### src/rtl/mbox_pkg.sv
// Shared types and helpers for the message-box transmit path.
// Provides the sender state enum, header field positions and length width.
package mbox_pkg;

  typedef enum logic [1:0] {
    IDLE,
    HDR,
    PAYLOAD
  } mbox_tx_state_e;

  // Length occupies the low header bits, ID the top bits.
  localparam int HDR_LEN_LSB = 0;

  function automatic int len_w(input int depth);
    return $clog2(depth + 1);
  endfunction

  function automatic int hdr_id_lsb(input int dw, input int idw);
    return dw - idw;
  endfunction

endpackage

### src/rtl/mbox_msg_buf.sv
// Payload word store: DEPTH x DATA_WIDTH array, no reset.
// Ports: clk, we_i/waddr_i/wdata_i write, raddr_i/rdata_o comb read.
module mbox_msg_buf #(
  parameter int DATA_WIDTH = 32,
  parameter int DEPTH      = 8,
  localparam int IDX_W     = $clog2(DEPTH)
) (
  input  logic                  clk,
  input  logic                  we_i,
  input  logic [IDX_W-1:0]      waddr_i,
  input  logic [DATA_WIDTH-1:0] wdata_i,
  input  logic [IDX_W-1:0]      raddr_i,
  output logic [DATA_WIDTH-1:0] rdata_o
);

  logic [DATA_WIDTH-1:0] mem_q [DEPTH];

  always_ff @(posedge clk) begin
    if (we_i) mem_q[waddr_i] <= wdata_i;
  end

  assign rdata_o = mem_q[raddr_i];

endmodule

### src/rtl/mbox_msg_sender.sv
// Message-box sender: host loads payload, doorbell emits header + payload.
// Ports: host wr_en_i/wr_data_i/send_i/msg_id_i, status busy/done/drop, out_* stream.
module mbox_msg_sender
  import mbox_pkg::*;
#(
  parameter int DATA_WIDTH = 32,
  parameter int DEPTH      = 8,
  parameter int ID_WIDTH   = 8
) (
  input  logic                  clk,
  input  logic                  rst_n,
  input  logic                  wr_en_i,
  input  logic [DATA_WIDTH-1:0] wr_data_i,
  input  logic                  send_i,
  input  logic [ID_WIDTH-1:0]   msg_id_i,
  output logic                  busy_o,
  output logic                  done_o,
  output logic                  drop_o,
  output logic                  out_valid_o,
  input  logic                  out_ready_i,
  output logic [DATA_WIDTH-1:0] out_data_o,
  output logic                  out_last_o
);

  localparam int LEN_W  = len_w(DEPTH);
  localparam int IDX_W  = $clog2(DEPTH);
  localparam int ID_LSB = hdr_id_lsb(DATA_WIDTH, ID_WIDTH);

  mbox_tx_state_e state_q;

  logic [IDX_W-1:0]      wr_ptr_q;
  logic [IDX_W-1:0]      rd_ptr_q;
  logic [LEN_W-1:0]      count_q;
  logic [LEN_W-1:0]      len_q;
  logic [LEN_W-1:0]      len_d;
  logic [ID_WIDTH-1:0]   id_q;
  logic                  busy_q;
  logic                  valid_q;
  logic                  done_q;
  logic                  drop_q;
  logic                  wr_ok;
  logic                  xfer;
  logic                  last_w;
  logic [DATA_WIDTH-1:0] rd_data;
  logic [DATA_WIDTH-1:0] hdr;
  logic [DATA_WIDTH-1:0] data_w;

  assign wr_ok = (state_q == IDLE) && wr_en_i
              && (count_q < LEN_W'(DEPTH));
  assign xfer  = valid_q && out_ready_i;

  // A write accepted alongside the doorbell joins the message.
  assign len_d = count_q + LEN_W'(wr_ok);

  mbox_msg_buf #(
    .DATA_WIDTH(DATA_WIDTH),
    .DEPTH     (DEPTH)
  ) u_buf (
    .clk    (clk),
    .we_i   (wr_ok),
    .waddr_i(wr_ptr_q),
    .wdata_i(wr_data_i),
    .raddr_i(rd_ptr_q),
    .rdata_o(rd_data)
  );

  // Stream word decodes only registered state, so it is
  // stable while valid waits for ready.
  always_comb begin
    hdr = '0;
    hdr[ID_LSB +: ID_WIDTH]     = id_q;
    hdr[HDR_LEN_LSB +: LEN_W]   = len_q;
    data_w = '0;
    last_w = 1'b0;
    unique case (state_q)
      HDR: begin
        data_w = hdr;
        last_w = (len_q == '0);
      end
      PAYLOAD: begin
        data_w = rd_data;
        last_w = (LEN_W'(rd_ptr_q) == len_q - LEN_W'(1));
      end
      default: ;
    endcase
  end

  always_ff @(posedge clk or negedge rst_n) begin
    if (!rst_n) begin
      state_q  <= IDLE;
      wr_ptr_q <= '0;
      rd_ptr_q <= '0;
      count_q  <= '0;
      len_q    <= '0;
      id_q     <= '0;
      busy_q   <= 1'b0;
      valid_q  <= 1'b0;
      done_q   <= 1'b0;
      drop_q   <= 1'b0;
    end else begin
      done_q <= 1'b0;
      drop_q <= 1'b0;
      unique case (state_q)
        IDLE: begin
          if (wr_en_i) begin
            if (wr_ok) begin
              wr_ptr_q <= wr_ptr_q + IDX_W'(1);
              count_q  <= count_q + LEN_W'(1);
            end else begin
              drop_q <= 1'b1;
            end
          end
          if (send_i) begin
            id_q    <= msg_id_i;
            len_q   <= len_d;
            state_q <= HDR;
            busy_q  <= 1'b1;
            valid_q <= 1'b1;
          end
        end
        HDR: begin
          drop_q <= wr_en_i;
          if (xfer) begin
            rd_ptr_q <= '0;
            if (len_q == '0) begin
              state_q  <= IDLE;
              busy_q   <= 1'b0;
              valid_q  <= 1'b0;
              done_q   <= 1'b1;
              count_q  <= '0;
              wr_ptr_q <= '0;
            end else begin
              state_q <= PAYLOAD;
            end
          end
        end
        PAYLOAD: begin
          drop_q <= wr_en_i;
          if (xfer) begin
            if (last_w) begin
              state_q  <= IDLE;
              busy_q   <= 1'b0;
              valid_q  <= 1'b0;
              done_q   <= 1'b1;
              count_q  <= '0;
              wr_ptr_q <= '0;
              rd_ptr_q <= '0;
            end else begin
              rd_ptr_q <= rd_ptr_q + IDX_W'(1);
            end
          end
        end
        default: state_q <= IDLE;
      endcase
    end
  end

  assign busy_o      = busy_q;
  assign done_o      = done_q;
  assign drop_o      = drop_q;
  assign out_valid_o = valid_q;
  assign out_data_o  = data_w;
  assign out_last_o  = last_w;

endmodule
### config.mk
export PLATFORM = sky130hd
export DESIGN_NAME = mbox_msg_sender
export DESIGN_NICKNAME = d
export VERILOG_FILES = /design/src/rtl/mbox_pkg.sv /design/src/rtl/mbox_msg_buf.sv /design/src/rtl/mbox_msg_sender.sv
export SDC_FILE = /design/constraint.sdc
export NUM_CORES = 1
export LEC_CHECK = 0
export ABC_CLOCK_PERIOD_IN_PS = 4500
export BUFFER_PORTS_ARGS = -buffer_cell sky130_fd_sc_hd__buf_2
export CAP_MARGIN = 10
export CORE_ASPECT_RATIO = 0.6
export CORE_MARGIN = 4
export CORE_UTILIZATION = 55
export DETAILED_ROUTE_END_ITERATION = 10
export HOLD_SLACK_MARGIN = 0.02
export PLACE_DENSITY = 0.74
export SLEW_MARGIN = 15
export SYNTH_ARGS = -nofsm -noshare
export SYNTH_HDL_FRONTEND = slang
export SYNTH_HIERARCHICAL = 1
export SYNTH_SLANG_ARGS = --single-unit
### constraint.sdc
create_clock -name clk -period 4.5 [get_ports clk]
set_input_delay 0.45 -clock clk [delete_from_list [all_inputs] [get_ports clk]]
set_output_delay 0.45 -clock clk [all_outputs]
set_load 0.1 [all_outputs]
Word-level counts from Yosys, hierarchy flattened
Memories as Yosys holds them, arrays and structs flattened.
Index checks and enable logic that the tools add are counted.

storage, ports and cells
  register bits after elaboration = 27
  memories = 1
  bits in writable memories = 256
  output and inout port bits = 37
  word-level logic and storage cells = 81

operators by class
  reductions and logical operators = 13
  muxes and demuxes = 42
  order comparisons = 1
  add/subtract/negate cells = 5
  equal/unequal tests = 10

memories
  memory       depth  width  rd ports  clocked after memory_dff  write ports  RTL line            text
  u_buf.mem_q  8      32     1         0                         1            mbox_msg_buf.sv:16  logic [DATA_WIDTH-1:0] mem_q [DEPTH];

operators with widths
  operator                                                             count
  32-bit one-hot mux with 2 select lines                               1
  3-bit two-way mux                                                    9
  4-bit two-way mux                                                    6
  2-bit != test (second input constant)                                7
  1-bit two-way mux                                                    13
  4-bit one-hot mux with 3 select lines                                1
  2-bit two-way mux                                                    5
  3-bit one-hot mux with 3 select lines                                1
  7-bit AND reduction                                                  1
  3-bit by 1-bit adder with 3-bit output (second input constant)       2
  1-bit one-hot mux with 2 select lines                                3
  2-bit one-hot mux with 3 select lines                                1
  3-bit one-hot mux with 2 select lines                                1
  6-bit AND reduction                                                  1
  4-bit by 1-bit adder with 4-bit output                               1
  4-bit by 1-bit adder with 4-bit output (second input constant)       1
  3-bit by 4-bit == test with 1-bit output                             1
  4-bit logical NOT                                                    1
  4-bit less-than comparator (second input constant)                   1
  4-bit AND reduction                                                  1
  4-bit by 1-bit subtractor with 4-bit output (second input constant)  1
  1-bit logical AND                                                    3
  1-bit one-hot mux with 3 select lines                                1
  3-bit AND reduction                                                  1
  7 further kinds                                                      7

Longest topological paths before layout
Gate-level depths: netlist of run 1.

  depth in word-level cells = 6
  depth in mapped cells = 9
  mapped depth without buffers = 7

Modules after synthesis
The synthesis of run 1 kept the hierarchy.

by module, submodules not included
  module           area an instance (um^2)  times used  cells an instance
  mbox_msg_buf     9,825.7                  1           383
  mbox_msg_sender  1,825.5                  1           196

Worst setup path after synthesis of run 1
Ideal clock, no wire load.

  path kind = register to output
  start = register state_q[1]
  end = output out_last_o
  path buffers = 2
  slack = 0.601 ns
  stages on the path, launching flop included = 7
  arrival time = 3.449 ns
  cells stage by stage = dfrtp_1 > inv_1 > ha_1 > clkbuf_1 > buf_1 > nand2_1 > a21boi_0

between the ends
  longest elaborated chain between the ends = 2
  elaborated cells between the ends (all ways) = 3
  classes of those cells = eq/ne: 2; mux: 1

ends and longest elaborated chain
  item                                                                              RTL line                text
  from (decl)                                                                       mbox_msg_sender.sv:29   mbox_tx_state_e state_q;
  from (signal assigned)                                                            mbox_msg_sender.sv:90   state_q <= IDLE;
  from (signal assigned)                                                            mbox_msg_sender.sv:116  state_q <= HDR;
  from (signal assigned)                                                            mbox_msg_sender.sv:126  state_q <= IDLE;
  2-bit == test / 2-bit by 1-bit == test with 1-bit output (equally long branches)  mbox_msg_sender.sv:75   unique case (state_q)
  1-bit one-hot mux with 2 select lines (*)                                         mbox_msg_sender.sv:75
  to (decl)                                                                         mbox_msg_sender.sv:22   output logic out_last_o

Mark *: on every way between the ends. The rest lies on a longest branch, timed or not.

Final worst setup path of run 1
  start = register rd_ptr_q[0]
  end = output out_data_o[24]

between the ends
  longest elaborated chain between the ends = 2

ends and longest elaborated chain
  item                                    RTL line                text
  from (decl)                             mbox_msg_sender.sv:32   logic [IDX_W-1:0] rd_ptr_q;
  from (signal assigned)                  mbox_msg_sender.sv:149  rd_ptr_q <= rd_ptr_q + IDX_W'(1);
  memory 8 x 32 bit                       -
  named net rd_data[24]                   mbox_msg_sender.sv:44   logic [DATA_WIDTH-1:0] rd_data;
  32-bit one-hot mux with 2 select lines  mbox_msg_sender.sv:75
  to (decl)                               mbox_msg_sender.sv:21   output logic [DATA_WIDTH-1:0] out_data_o,

The timed path passes the listed nets, and every way through them passes these cells.

==> impl_summary.log, run 1 <==
[metrics] synthesized-area fraction occupied by xor and xnor cells: 0.569%
[metrics] share of cells above drive strength 1: 31.4%
[metrics] Hold-fix buffers, CTS: 1
[metrics] Register-to-Register Path Depth: 6
[metrics] synth top area cells: edfxtp_1 (66%), mux4_1 (9.0%), dfrtp_1 (5.8%)
[metrics] number of standard-cell rows in the floorplan: 40
[metrics] least setup slack across all paths after layout: 0.950 ns
[metrics] flip-flop and latch count after synthesis: 283
[metrics] horizontal die dimension: 196 um
[metrics] Root Buffer: clkbuf_16
[metrics] Worst IR Drop VDD: 0.000406 V
[metrics] post-placement worst setup slack: 1.44 ns
[metrics] yosys warns: 6
[metrics] 1st-pass router iterations: 5
[metrics] postcts setup bufs: 0
[metrics] fraction of registers with async set or reset after synthesis: 9.54%
[metrics] Post-Syn Instances: 579
[metrics] Post-DP Area: 12400 um^2
[metrics] hpwl dp: 13200 um
[metrics] Post-Syn Area: 11700 um^2
[metrics] power density normalized to cell area: 539 nW/um^2
[metrics] kind of end point of the critical path: primary output
[metrics] clock slew seen by the registers of the worst setup and hold paths: 0.07 ns
[metrics] global-route wire length before repair: 34700 um
[metrics] PortBufs: 81
[metrics] overall fraction of global-route tracks in use: 19.1%
[metrics] Hold Violations, Final: 0
[metrics] Crit path largest cell delay: 0.73 ns
[metrics] startpoint of the lowest-slack hold path: msg_id_i[2]
[metrics] FF-to-FF End: u_buf/mem_q[7][4]
[metrics] most used standard cell by instance count after synthesis: edfxtp_1
[metrics] proportion of netlist area held by the largest area contributor: 66.0%
[metrics] hold-critical path depth: 2
[metrics] classification of the worst setup path: reg -> out
[metrics] Final Cycle Share: 78.9%
[metrics] unrepaired setup endpoints after global routing: no
[metrics] largest driver fanout on the critical path: 26
[metrics] starting density of the core: 57.1%
[metrics] final setup violation count: 0
[metrics] clock latency of the later-clocked register in the worst-skew pair: 0.53 ns
[metrics] adder-cell share of the synthesized area: 1.18%
[metrics] diode count: 0
[metrics] via count of the first global-routing pass: 5894
[metrics] slew of the pin with the lowest slew margin: 0.973 ns
[metrics] final number of max-transition violations: 0
[metrics] Tmin final: 3.55 ns
[metrics] CTS Buffer Depth: 3
[metrics] mean cell area of the mapped netlist: 20.1 um^2
[metrics] simple-gate area share of the yosys netlist: 4.21%
[metrics] DR WL/cell: 22.9 um
[metrics] area growth from synthesis to layout: 13.3%
[metrics] register area share after synthesis: 71.8%
[metrics] mux cell area share after synthesis: 17.7%
[metrics] largest family of logic cells by synthesized area: multiplexers
[metrics] core area: 20400 um^2
[metrics] maximum level of the CTS H-tree: 1
[metrics] Max-slew headroom: 35.1%
[metrics] TritonCTS clock tree: done
[metrics] Endpoint, Worst Hold: id_q[2]
[metrics] post-synth cell types: 43
[metrics] Worst setup SP type: flip-flop
[metrics] run status: completed
[metrics] dominant synthesized flop cell: edfxtp_1
[metrics] required time reported for the critical path endpoint: 4.05 ns
[metrics] synthesized-area fraction occupied by ao, oa, aoi and oai cells: 2.66%
[metrics] post-synth top area cell: edfxtp_1
[metrics] post-route design area: 13200 um^2
[metrics] grt total ovfl: 0
[metrics] flop-to-flop setup slack: 1.49 ns
[metrics] Post-CTS Resized: 0
[metrics] number of buffers added by the clock tree synthesis step: 26
[metrics] number of synthesized flops with an enable pin: 256
[metrics] Largest delay share family, worst path: multiplexers
[metrics] Max Cap Violations: 0
[metrics] Post-Syn Nets: 635
[metrics] clock tree sinks: 283
[metrics] final setup TNS: 0 ns
[metrics] floorplan die area: 23700 um^2
[metrics] post-route antenna net violation count: 0
[metrics] drt via density: 5.88
[metrics] Min-Delay Path Class: in -> reg
[metrics] initial antenna violation count: 2
[metrics] # nets final: 727
[metrics] worst path bufs/invs: 2
[metrics] maximum number of pins on one net before global-route repair: 64
[metrics] number of top-level pins: 82
[metrics] cell with the largest stage delay on the worst path: dfrtp_4
[metrics] maximum clock skew at final layout: 0.0137 ns
[metrics] DR iter-0 viols: 446
[metrics] chain of cells forming the critical path: buf_4, mux4_1, mux2_2, a22oi_1, nor2b_1, buf_2
[metrics] top cell types by occurrence after synthesis: edfxtp_1 (256), mux2_2 (42), mux4_1 (40), dfrtp_1 (27), mux4_2 (24)
[metrics] Leak: 4.61 nW
[metrics] total number of vias: 5673
[metrics] Die H: 121 um
[metrics] FMAX: 282 MHz
[metrics] Residual DRC: 0
[metrics] routability congestion estimate from global placement: 0.732
[metrics] arrival time of the worst setup path: 3.10 ns
[metrics] routed wire length: 22100 um
[metrics] Crit Reg-Reg Startpoint: state_q[1]
-- placed cells by master, fill, tap and decap left out, types with 2 or more instances in the layout --
cell type	instances
edfxtp_1	256
buf_2	81
mux2_2	42
mux4_1	40
clkbuf_16	26
dfrtp_1	24
mux4_2	24
and2_1	20
nand2_1	16
buf_4	13
a22oi_1	12
nor2b_1	12
ha_1	10
o21ai_1	9
inv_1	8
o21ai_0	8
clkinv_2	7
nand3_1	6
nand2b_1	6
nor2_4	6
clkinv_1	5
clkbuf_1	5
xor2_1	4
nor2_1	4
a21oi_1	4
nor3b_1	3
nor3_1	3
nand3b_1	3
o211ai_2	3
o31ai_1	2
nor4_1	2
a21o_1	2
bufinv_16	2
dfrtp_2	2
nor3_2	2
-- layout make-up --
type                            instances  area (um^2)
Tap cell                              273          342
Multi-Input combinational cell        257         3130
Timing Repair Buffer                   95          513
Inverter                                8         30.0
Clock inverter                         16          138
Clock buffer                           32          683
Fill cell                            1384         7220
Sequential cell                       283         8370
-- flip-flops by register name (all words and copies together), names as in the netlist --
register,count
count_q,4
done_o,1
drop_o,1
id_q,8
len_q,4
out_valid_o,1
rd_ptr_q,3
state_q,2
u_buf/mem_q,256
wr_ptr_q,3
-- stage by stage --
step / instances / utilization, % / hold WS (ns) / power, mW
final: 964 / 64.7 / 0.152 / 7.12
after global routing: 964 / 64.7 / 0.123 / 7.39
after CTS: 964 / 64.7 / 0.130 / 7.19
after detailed placement: 915 / 60.6 / 0.497 / 5.09
after global placement: 915 / 60.6 / 0.492 / 5.08
after floorplan: 579 / - / 0.154 / 4.75
-- where the power goes --
part	switching [mW]	internal, mW	leakage, nW
registers	0.0842	2.87	2.62
logic	1.49	0.574	1.58
clock network	0.906	1.20	0.404
total	2.48	4.64	4.61
-- worst max path at each step --
stage,startpoint,end,slack [ns],cells past startpoint
4_1_cts,rd_ptr_q[0],out_data_o[24],0.88,6
3_5_place_dp,rd_ptr_q[0],out_data_o[24],1.44,6
3_3_place_gp,rd_ptr_q[0],out_data_o[25],1.48,6
6_report,rd_ptr_q[0],out_data_o[24],0.95,6
2_1_floorplan,state_q[1],out_last_o,0.60,6
5_1_grt,rd_ptr_q[0],out_data_o[27],0.78,6
-- worst register-to-register path, delay by kind of cell (launching register included) --
family                     cells  cell delay (ns)
adders and majority gates      1             0.27
and+or+nand+nor                3             1.48
DFF                            1             0.43
buffers and inverters          2             0.50
-- cells by family (layout without fill, tap and decap cells) --
family	after synthesis	count (layout)
buf+inv	39	151
xor+xnor	6	6
fa+ha+maj	11	11
flops	283	283
simple gates	88	88
compound gates	46	46
mux	106	106
-- metal layers --
metal	vias up	global-route usage [%]	share of wire [%]
met5	-	0	0.15
met4	4	3.53	1.2
met3	26	3.70	6.0
met2	166	29.5	46
met1	2925	29.1	46
li1	2552	-	-
No activity file was read; power rests on OpenSTA's default activity.
==> inputs of run 2 (changes only) <==
ABC_CLOCK_PERIOD_IN_PS = 3440   (was 4500)
clock period = 3.44 ns   (was 4.5 ns; I/O delays follow)
==> run 2 against run 1 <==
  * Worst hold slack worse by 0.091 ns
  * Wire length increased by 1.9%
  * Sequential cell count unchanged
  * Sequential share of layout area is 0.87 points lower
  * Critical path depth unchanged
  * Clock skew shrank 0.0028 ns
  * Utilization up 0.90 points
  * Via count increased by 1.3%
  * Critical endpoint is now out_data_o[26]
  * Largest cell class unchanged
  * Highest routed layer unchanged
==> impl_summary.log, run 2 (same netlist as run 1, synthesis figures left out) <==
[metrics] run status: completed
[metrics] diode count: 0 (unchanged)
[metrics] Post-CTS Resized: 0 (unchanged)
[metrics] PortBufs: 81 (unchanged)
[metrics] final instance count without filler cells: 966 (+0.21%)
[metrics] Switching Power: 3.23 mW (+30%)
[metrics] Most flops, register: u_buf/mem_q
[metrics] kind of end point of the critical path: primary output
[metrics] slew of the pin with the lowest slew margin: 0.890 ns (-0.0828 ns)
[metrics] relative contribution of combinational cells to total power: 28.8% (-0.2 points)
[metrics] grt total ovfl: 0 (unchanged)
[metrics] maximum clock skew at final layout: 0.0109 ns (-0.00280 ns)
[metrics] share of cells above drive strength 1: 31.5% (+0.054 points)
[metrics] horizontal die dimension: 196 um (unchanged)
[metrics] Crit path largest cell delay: 0.60 ns (-0.13 ns)
[metrics] Min-Delay Path Class: in -> reg
[metrics] largest driver fanout on the critical path: 40 (+54%)
[metrics] number of top-level pins: 82 (unchanged)
[metrics] leading cell types in the layout, fill and taps excluded: edfxtp_1 (256), buf_2 (81), mux2_2 (42)
[metrics] DR WL/cell: 23.3 um (+1.6%)
[metrics] flop-to-flop setup slack: 0.69 ns (-0.80 ns)
[metrics] 1st-pass router iterations: 5 (unchanged)
[metrics] fraction of power spent switching nets: 33.6% (-1.2 points)
[metrics] Worst setup SP type: flip-flop
[metrics] part of the power in registers: 39.9% (-1.6 points)
[metrics] CTS Buffer Depth: 3 (unchanged)
[metrics] Residual DRC: 0 (unchanged)
[metrics] total number of vias: 5748 (+1.3%)
[metrics] area growth from synthesis to layout: 14.9%
[metrics] number of buffers added by the clock tree synthesis step: 26 (unchanged)
[metrics] hold-critical path depth: 2 (unchanged)
[metrics] classification of the worst setup path: reg -> out
[metrics] via count of the first global-routing pass: 5891 (-0.051%)
[metrics] clock latency of the later-clocked register in the worst-skew pair: 0.52 ns (about the same)
[metrics] power density normalized to cell area: 717 nW/um^2 (+33%)
[metrics] post-placement cell count: 917 (+0.22%)
[metrics] Largest register FFs: 256 (unchanged)
[metrics] Endpoint, Worst Hold: id_q[0]
[metrics] chain of cells forming the critical path: buf_12, mux4_1, mux2_2, a22oi_1, nor2b_1, buf_2
[metrics] floorplan die area: 23700 um^2 (unchanged)
[metrics] core area: 20400 um^2 (unchanged)
[metrics] post-route antenna net violation count: 0 (unchanged)
[metrics] TritonCTS clock tree: done
[metrics] maximum number of pins on one net before global-route repair: 41 (-36%)
[metrics] drt via density: 5.95 (+1.1%)
[metrics] FMAX: 309 MHz
[metrics] Root Buffer: clkbuf_16
[metrics] maximum level of the CTS H-tree: 1 (unchanged)
[metrics] final number of max-transition violations: 0 (unchanged)
[metrics] postcts setup bufs: 0 (unchanged)
[metrics] critical path startpoint: rd_ptr_q[0]
[metrics] Tmin final: 3.23 ns
[metrics] arrival time of the worst setup path: 2.89 ns (-0.21 ns)
[metrics] clock slew seen by the registers of the worst setup and hold paths: 0.06 ns (about the same)
[metrics] relative contribution of the clock network to total power: 31.3% (+1.8 points)
[metrics] Hold Violations, Final: 0 (unchanged)
[metrics] Hold-fix buffers, CTS: 1 (unchanged)
[metrics] final total power: 9.60 mW (+35%)
[metrics] Max-slew headroom: 40.6% (+5.5 points)
[metrics] overall fraction of global-route tracks in use: 19.3% (+0.18 points)
[metrics] number of fillers in the final layout: 1366 (-1.3%)
[metrics] routability congestion estimate from global placement: 0.756 (+3.3%)
[metrics] Max Cap Violations: 0 (unchanged)
[metrics] routed wire length: 22500 um (+1.9%)
[metrics] required time reported for the critical path endpoint: 3.10 ns (-0.95 ns)
[metrics] cell with the largest stage delay on the worst path: mux4_1
[metrics] Leak: 4.71 nW (+2.2%)
[metrics] final setup violation count: 0 (unchanged)
[metrics] Crit Reg-Reg Startpoint: state_q[0]
[metrics] most common cell after layout, fill and taps aside: edfxtp_1
[metrics] Final Hold Slack: 0.0606 ns (-0.0913 ns)
[metrics] biggest regs: u_buf/mem_q: 256 flops, id_q: 8 flops
[metrics] # nets final: 729 (+0.28%)
[metrics] Final Cycle Share: 94.0%
[metrics] unrepaired setup endpoints after global routing: no
[metrics] Register-to-Register Path Depth: 6 (unchanged)
[metrics] hpwl dp: 13200 um (about the same)
[metrics] Power Internal: 6.37 mW (+37%)
[metrics] initial antenna violation count: 2 (unchanged)
[metrics] Die H: 121 um (unchanged)
[metrics] starting density of the core: 57.1% (unchanged)
[metrics] Worst IR Drop VDD: 0.000613 V (+51%)
[metrics] final setup TNS: 0 ns (unchanged)
[metrics] startpoint of the lowest-slack hold path: msg_id_i[0]
[metrics] clock tree sinks: 283 (unchanged)
[metrics] DR iter-0 viols: 371 (-17%)
[metrics] global-route wire length before repair: 34800 um (+0.48%)
[metrics] FF-to-FF End: count_q[0]
[metrics] number of standard-cell rows in the floorplan: 40 (unchanged)
==> run 2: through the flow <==
stage	setup WS, ns	utilization (%)	instance area (um^2)
finish	0.206	65.6	13400
global route	0.0728	65.6	13400
CTS	0.180	65.6	13400
detailed placement	0.735	61.1	12500
global placement	0.728	61.1	12500
floorplan	0.381	-	11700
==> run 2: power by group through the flow <==
stage | logic [mW] | registers (mW) | clock network, mW
final | 2.77 | 3.83 | 3.01
after global routing | 2.89 | 3.83 | 3.24
after CTS | 2.80 | 3.83 | 3.06
after detailed placement | 2.79 | 3.90 | 0
after global placement | 2.77 | 3.90 | 0
after floorplan | 2.37 | 3.85 | 0
==> run 2: worst max path at each step <==
stage                           endpoint  slack (ns)  cells past startpoint
after CTS                 out_data_o[26]        0.18                      6
after detailed placement  out_data_o[26]        0.73                      6
after floorplan               out_last_o        0.38                      6
final                     out_data_o[26]        0.21                      6
after global placement     out_data_o[1]        0.73                      6
after global routing      out_data_o[26]        0.07                      6
==> run 2: final cells by class <==
type                    instances  area (um^2)  share of cell area [%]
clock buffers                  35          716                    5.35
clock inverters                13          189                    1.41
inverters                       8         30.0                   0.224
multi-input cells             257         3140                    23.4
flip-flops and latches        283         8370                    62.5
well taps                     273          342                    2.55
repair buffers                 97          603                    4.51
==> run 2: metal layers <==
metal	vias up	GRT usage, %	wire, um
li1	2565	-	-
met1	2990	28.3	10000
met2	159	31.0	10800
met3	30	3.56	1300
met4	4	3.71	349
met5	-	0	20
==> run 2: critical path: cells and delay by family (launching register included) <==
| family | cells | cell delay [ns] |
|---|---|---|
| AND/OR/NAND/NOR | 1 | 0.07 |
| multiplexers | 2 | 0.89 |
| flip-flops | 1 | 0.57 |
| AO/OA/AOI/OAI | 1 | 0.20 |
| buffers and inverters | 2 | 0.60 |
